===== src/rtl/cpu_types_pkg.sv =====
// -----------------------------------------------------------------------------
// cpu_types_pkg
// Shared types for the cache/memory hierarchy: the RAM handshake encoding,
// the memory word type and the arbiter grant states.
// -----------------------------------------------------------------------------
package cpu_types_pkg;

    localparam int unsigned WORD_W = 32;
    localparam int unsigned RAMSTATE_W = 2;

    typedef logic [WORD_W-1:0] word_t;

    // RAM handshake: ACCESS marks the single cycle in which the access completes
    typedef enum logic [RAMSTATE_W-1:0] {
        FREE   = 2'd0,
        BUSY   = 2'd1,
        ACCESS = 2'd2,
        ERROR  = 2'd3
    } ramstate_t;

    // Arbiter grant: nobody, icache or dcache owns the RAM port
    typedef enum logic [1:0] {
        IDLE = 2'd0,
        IGNT = 2'd1,
        DGNT = 2'd2
    } arb_state_t;

endpackage


===== src/rtl/arb_starve_ctr.sv =====
// -----------------------------------------------------------------------------
// arb_starve_ctr
// Saturating counter of cycles the icache has spent waiting behind a dcache
// grant. Clear has priority over increment; at_max flags the saturation value.
//
// Ports:
//   CLK     clock
//   nRST    asynchronous active-low reset
//   clr     return the count to zero
//   inc     count one more waiting cycle (ignored once saturated)
//   at_max  count equals MAX
// -----------------------------------------------------------------------------
module arb_starve_ctr #(
    parameter int unsigned MAX = 8,
    parameter int unsigned W   = 4
) (
    input  logic CLK,
    input  logic nRST,
    input  logic clr,
    input  logic inc,
    output logic at_max
);

    logic [W-1:0] cnt;

    assign at_max = (cnt == W'(MAX));

    // Count up to MAX and hold there until cleared
    always_ff @(posedge CLK or negedge nRST) begin
        if (!nRST) begin
            cnt <= '0;
        end else if (clr) begin
            cnt <= '0;
        end else if (inc && !at_max) begin
            cnt <= cnt + W'(1);
        end
    end

endmodule


===== src/rtl/mem_arbiter.sv =====
// -----------------------------------------------------------------------------
// mem_arbiter
// Shares the single-ported RAM between icache and dcache. dcache has priority;
// a starving icache is let in only at a dcache block boundary (completion of
// the second word, daddr[2]==1) so fills, writebacks and flushes never split.
//
// Ports:
//   CLK, nRST                      clock, asynchronous active-low reset
//   iREN, iaddr / iload, iwait     icache request / data and stall
//   dREN, dWEN, daddr, dstore      dcache request, address and write data
//   dload, dwait                   dcache data and stall
//   ramREN, ramWEN, ramaddr,
//   ramstore                       RAM strobes, address, write data
//   ramload, ramstate              RAM read data and handshake state
//   ram_err                        sticky: ERROR seen while a cache was granted
//
// The grant state is registered; strobes, address and wait are decoded from
// the grant and the live cache/RAM signals so a completion is reported in the
// same cycle the RAM shows ACCESS.
// -----------------------------------------------------------------------------
module mem_arbiter
    import cpu_types_pkg::*;
#(
    parameter int unsigned STARVE_MAX = 8,
    parameter int unsigned CNT_W      = 4
) (
    input  logic              CLK,
    input  logic              nRST,
    // icache side
    input  logic              iREN,
    input  logic [WORD_W-1:0] iaddr,
    output logic [WORD_W-1:0] iload,
    output logic              iwait,
    // dcache side
    input  logic              dREN,
    input  logic              dWEN,
    input  logic [WORD_W-1:0] daddr,
    input  logic [WORD_W-1:0] dstore,
    output logic [WORD_W-1:0] dload,
    output logic              dwait,
    // RAM side
    output logic              ramREN,
    output logic              ramWEN,
    output logic [WORD_W-1:0] ramaddr,
    output logic [WORD_W-1:0] ramstore,
    input  logic [WORD_W-1:0] ramload,
    input  logic [1:0]        ramstate,
    output logic              ram_err
);

    arb_state_t state;
    ramstate_t  rs;
    logic       force_i;
    logic       d_req;
    logic       i_done;
    logic       d_done;
    logic       starving;
    logic       starve_at_max;
    logic       force_eff;
    logic       granted;

    assign rs      = ramstate_t'(ramstate);
    assign d_req   = dREN | dWEN;
    assign granted = (state != IDLE);

    // A completion is the granted, still-requesting side seeing ACCESS
    assign i_done  = (state == IGNT) && iREN  && (rs == ACCESS);
    assign d_done  = (state == DGNT) && d_req && (rs == ACCESS);

    // icache counts as starving only while it waits behind a dcache grant
    assign starving  = (state == DGNT) && iREN;
    assign force_eff = force_i | starve_at_max;

    arb_starve_ctr #(
        .MAX (STARVE_MAX),
        .W   (CNT_W)
    ) u_starve (
        .CLK    (CLK),
        .nRST   (nRST),
        .clr    (!starving),
        .inc    (starving),
        .at_max (starve_at_max)
    );

    // Read data goes straight through; the wait lines qualify it
    assign iload = ramload;
    assign dload = ramload;
    assign iwait = !i_done;
    assign dwait = !d_done;

    // Grant FSM, forced-icache flag and sticky error flag
    always_ff @(posedge CLK or negedge nRST) begin
        if (!nRST) begin
            state   <= IDLE;
            force_i <= 1'b0;
            ram_err <= 1'b0;
        end else begin
            if (granted && (rs == ERROR)) begin
                ram_err <= 1'b1;
            end

            // Forcing is pointless once icache stops asking or has been served
            if (starve_at_max) begin
                force_i <= 1'b1;
            end else if (i_done || !iREN) begin
                force_i <= 1'b0;
            end

            case (state)
                IDLE: begin
                    if (d_req) begin
                        state <= DGNT;
                    end else if (iREN) begin
                        state <= IGNT;
                    end
                end
                IGNT: begin
                    if (!iREN) begin
                        state <= IDLE;
                    end else if (i_done) begin
                        state <= d_req ? DGNT : IGNT;
                    end
                end
                DGNT: begin
                    // Hand over only after the second word of a block
                    if (!d_req) begin
                        state <= IDLE;
                    end else if (d_done && daddr[2] && force_eff && iREN) begin
                        state <= IGNT;
                    end
                end
                default: begin
                    state <= IDLE;
                end
            endcase
        end
    end

    // RAM port mux: only the granted side drives strobes, write beats read
    always_comb begin
        ramREN   = 1'b0;
        ramWEN   = 1'b0;
        ramaddr  = '0;
        ramstore = '0;
        case (state)
            IGNT: begin
                ramREN  = iREN;
                ramaddr = iaddr;
            end
            DGNT: begin
                ramaddr  = daddr;
                ramstore = dstore;
                if (dWEN) begin
                    ramWEN = 1'b1;
                end else begin
                    ramREN = dREN;
                end
            end
            default: begin
                ramREN = 1'b0;
            end
        endcase
    end

endmodule


===== config.mk =====
export PLATFORM = sky130hd
export DESIGN_NAME = mem_arbiter
export DESIGN_NICKNAME = d
export VERILOG_FILES = /design/src/rtl/cpu_types_pkg.sv /design/src/rtl/arb_starve_ctr.sv /design/src/rtl/mem_arbiter.sv
export SDC_FILE = /design/constraint.sdc
export NUM_CORES = 1
export LEC_CHECK = 0
export CAP_MARGIN = 5
export CORE_MARGIN = 10
export CORE_UTILIZATION = 21
export CTS_BUF_LIST = sky130_fd_sc_hd__clkbuf_4
export DETAILED_ROUTE_END_ITERATION = 10
export GPL_ROUTABILITY_DRIVEN = 0
export PLACE_DENSITY_LB_ADDON = 0.12
export SLEW_MARGIN = 15
export SYNTH_ARGS = -nofsm -noshare
export SYNTH_HDL_FRONTEND = slang
export SYNTH_SLANG_ARGS = --single-unit

===== constraint.sdc =====
create_clock -name CLK -period 1.6 [get_ports CLK]
set_clock_uncertainty 0.1 [all_clocks]
set_input_delay 0.16 -clock CLK [delete_from_list [all_inputs] [get_ports CLK]]
set_output_delay 0.16 -clock CLK [all_outputs]
set_load 0.05 [all_outputs]

==> reports/qor.yml <==
yosys:
  synth.area.top_cells: "buf_4, a22oi_1, and2_1"
  ys_seq_area_share_pct: 11.8
  synth_nets: 367
  syn_inst: 226
  ys_ff_latch: 8
  avgSynthCellArea_um2: 7.53
  synth_top_area_cell: "buf_4"
  synth-warning-count: 0
  synth_top_area_share_pct: 28.2
  synth_area_mm2: 0.00170
  synth_cell_types: 30
finish:
  antenna_cells: 0
  final_common_cell: "clkdlybuf4s50_1"
  drive_gt1_share_pct: 61.0
  fin_nets: 502
  final_cell_mix: "clkdlybuf4s50_1, buf_12, nor2b_4, and2_4, a22oi_2"
  fin_cells: 461
  stdcell_area_mm2: 0.00463
  final_util_pct: 59.3
  areaGrowthSynthToFinish_pct: 172
pwr:
  power_density_mw_per_mm2: 1920
  p_leak_nw: 1.85
  vdd_drop_max_mv: 0.816
  power_mw: 8.88
placement:
  io_buffers: 171
  place_area_mm2: 0.00423
  hpwl_um: 7860
  dp_worst_setup_slack_ns: -0.173
  place_inst: 447
timing:
  hold_viol: 0
  rsz0062_at_grt: "true"
  worstMarginPinSlew_ns: 0.380
  final_max_slew_viol_count: 0
  period_share_pct: 118
  slew_headroom_pct: 74.6
  layout_setup_ws_ns: -0.287
  fmax_mhz: 530
  post-route-min-period_ns: 1.89
  finalSetupViolations: 70
floorplan:
  pin_count: 268
  start_util_pct: 21.8
  dieHeight_um: 110
  rows: 32
  die_area_mm2: 0.0121
  die_w_um: 110
  core_region_area_mm2: 0.00781
worst_hold_path:
  hp-class: "input port to asynchronous set/reset pin"
routing:
  first_pass_iters: 2
  wl_um: 9340
  drc_errors: 0
  vias: 2041
  viasPerCell: 4.43
  drt_iter0_drc: 36
  drtAntennaViolNets: 0
  wire_per_inst_um: 20.3
clock_tree:
  clockBufferDepth: 2
  clk_latency_ns: 0.25
  cts_made_buffers: 3
  cts_tree: "yes"
  clock-sinks: 8
  cts_root_buf: "clkbuf_4"
  htree_levels: 1
  cts_hold_buf: 0
  clkTransAtPathRegs_ns: 0.06
critical_path:
  path_class: "flip-flop to output port"
  crit_path_end_kind: "output port"
  cp_data_arrival_time_ns: 1.63
  crit_required_ns: 1.34
  cp_max_fo: 12
  startpoint_type: "flip-flop"
global_routing:
  grt_pass1_vias: 2141
  grt_use_total_pct: 13.7
  gr-total-overflow: 0
  grt_max_degree: 26
  grt_pass1_wl_um: 12900
  antenna_found_initial: 0
outcome:
  violations: "negative setup slack"
  status: "complete, but fails checks"
flow_run:
  max_cap_violations: 0
-- metrics by stage --
step | TNS [ns] | hold WS [ns]
6_report | -15.56 | 0.0942
5_1_grt | -20.06 | 0.115
4_1_cts | -16.03 | 0.106
3_5_place_dp | -3.16 | 0.220
3_3_place_gp | -1.56 | 0.220
2_1_floorplan | -0.126 | -0.236
-- where the power goes --
part / internal, mW / switching, mW
sequential: 0.235 / 0.0325
clock: 0.0857 / 0.0664
combinational: 4.47 / 3.98
total: 4.79 / 4.08
-- final cells by class --
cell class	count	area, um^2
flip-flops and latches	8	200
inverters	4	15.0
multi-input cells	135	1480
fillers	666	3170
clock buffers	3	22.5
well taps	102	128
repair buffers	209	2790
-- cell families after synthesis --
group / count (synthesis) / synth area share, %
compound gates: 40 / 17.8
xor+xnor: 3 / 1.54
fa+ha+maj: 6 / 4.41
buf+inv: 83 / 32.5
flops: 8 / 11.8
mux: 3 / 2.06
simple gates: 83 / 29.9
-- state kept, by name, indices dropped and copies added, names as in the netlist --
signal	cells
state	2
ram_err	1
force_i	1
u_starve.cnt	4
-- synth_stat cells, drive strengths merged --
| cell type | count |
|---|---|
| xor2 | 1 |
| nand2 | 4 |
| a22oi | 32 |
| clkbuf | 14 |
| o21bai | 2 |
| and3b | 1 |
| o21ai | 1 |
| a31o | 1 |
| nor2b | 32 |
| nor3 | 3 |
| dfrtp | 8 |
| and2 | 33 |
| or4b | 1 |
| inv | 4 |
| a21boi | 1 |
| nor2 | 4 |
| o2111ai | 1 |
| xnor2 | 2 |
| nand3b | 1 |
| a21oi | 2 |
| mux2i | 2 |
| mux2 | 1 |
| ha | 6 |
| and2b | 2 |
| buf | 65 |
| nand3 | 2 |
-- critical path, stage by stage (launching register included) --
cell	delay (ns)
dfrtp_1	0.39
inv_2	0.07
buf_6	0.12
ha_4	0.31
clkbuf_16	0.17
nor2b_4	0.16
buf_12	0.14
-- routing by layer --
layer / GRT usage, % / up-vias / routed length (um)
li1: - / 956 / -
met2: 25.6 / 105 / 4870
met3: 4.99 / 23 / 1140
met5: 0 / - / 0
met4: 2.60 / 0 / 110
met1: 14.5 / 957 / 3210
-- repair_timing --
action,CTS,global route
resized for setup,49,9
setup buffers,7,2
endpoints found under the setup margin,70,71
cloned,2,1
pin swaps,6,2
-- final timing paths --
path	startpoint	endpoint	slack [ns]	cells past startpoint
max	state[0]	ramaddr[18]	-0.29	6
min	nRST	u_starve.cnt[3]	0.09	1
max reg2reg	state[0]	state[1]	-0.24	7
min in group CLK	ramload[13]	dload[13]	0.22	0
max in group asynchronous	nRST	u_starve.cnt[2]	1.03	1
min reg2reg	ram_err	ram_err	0.38	1
Power figures use the tool's default switching activity.
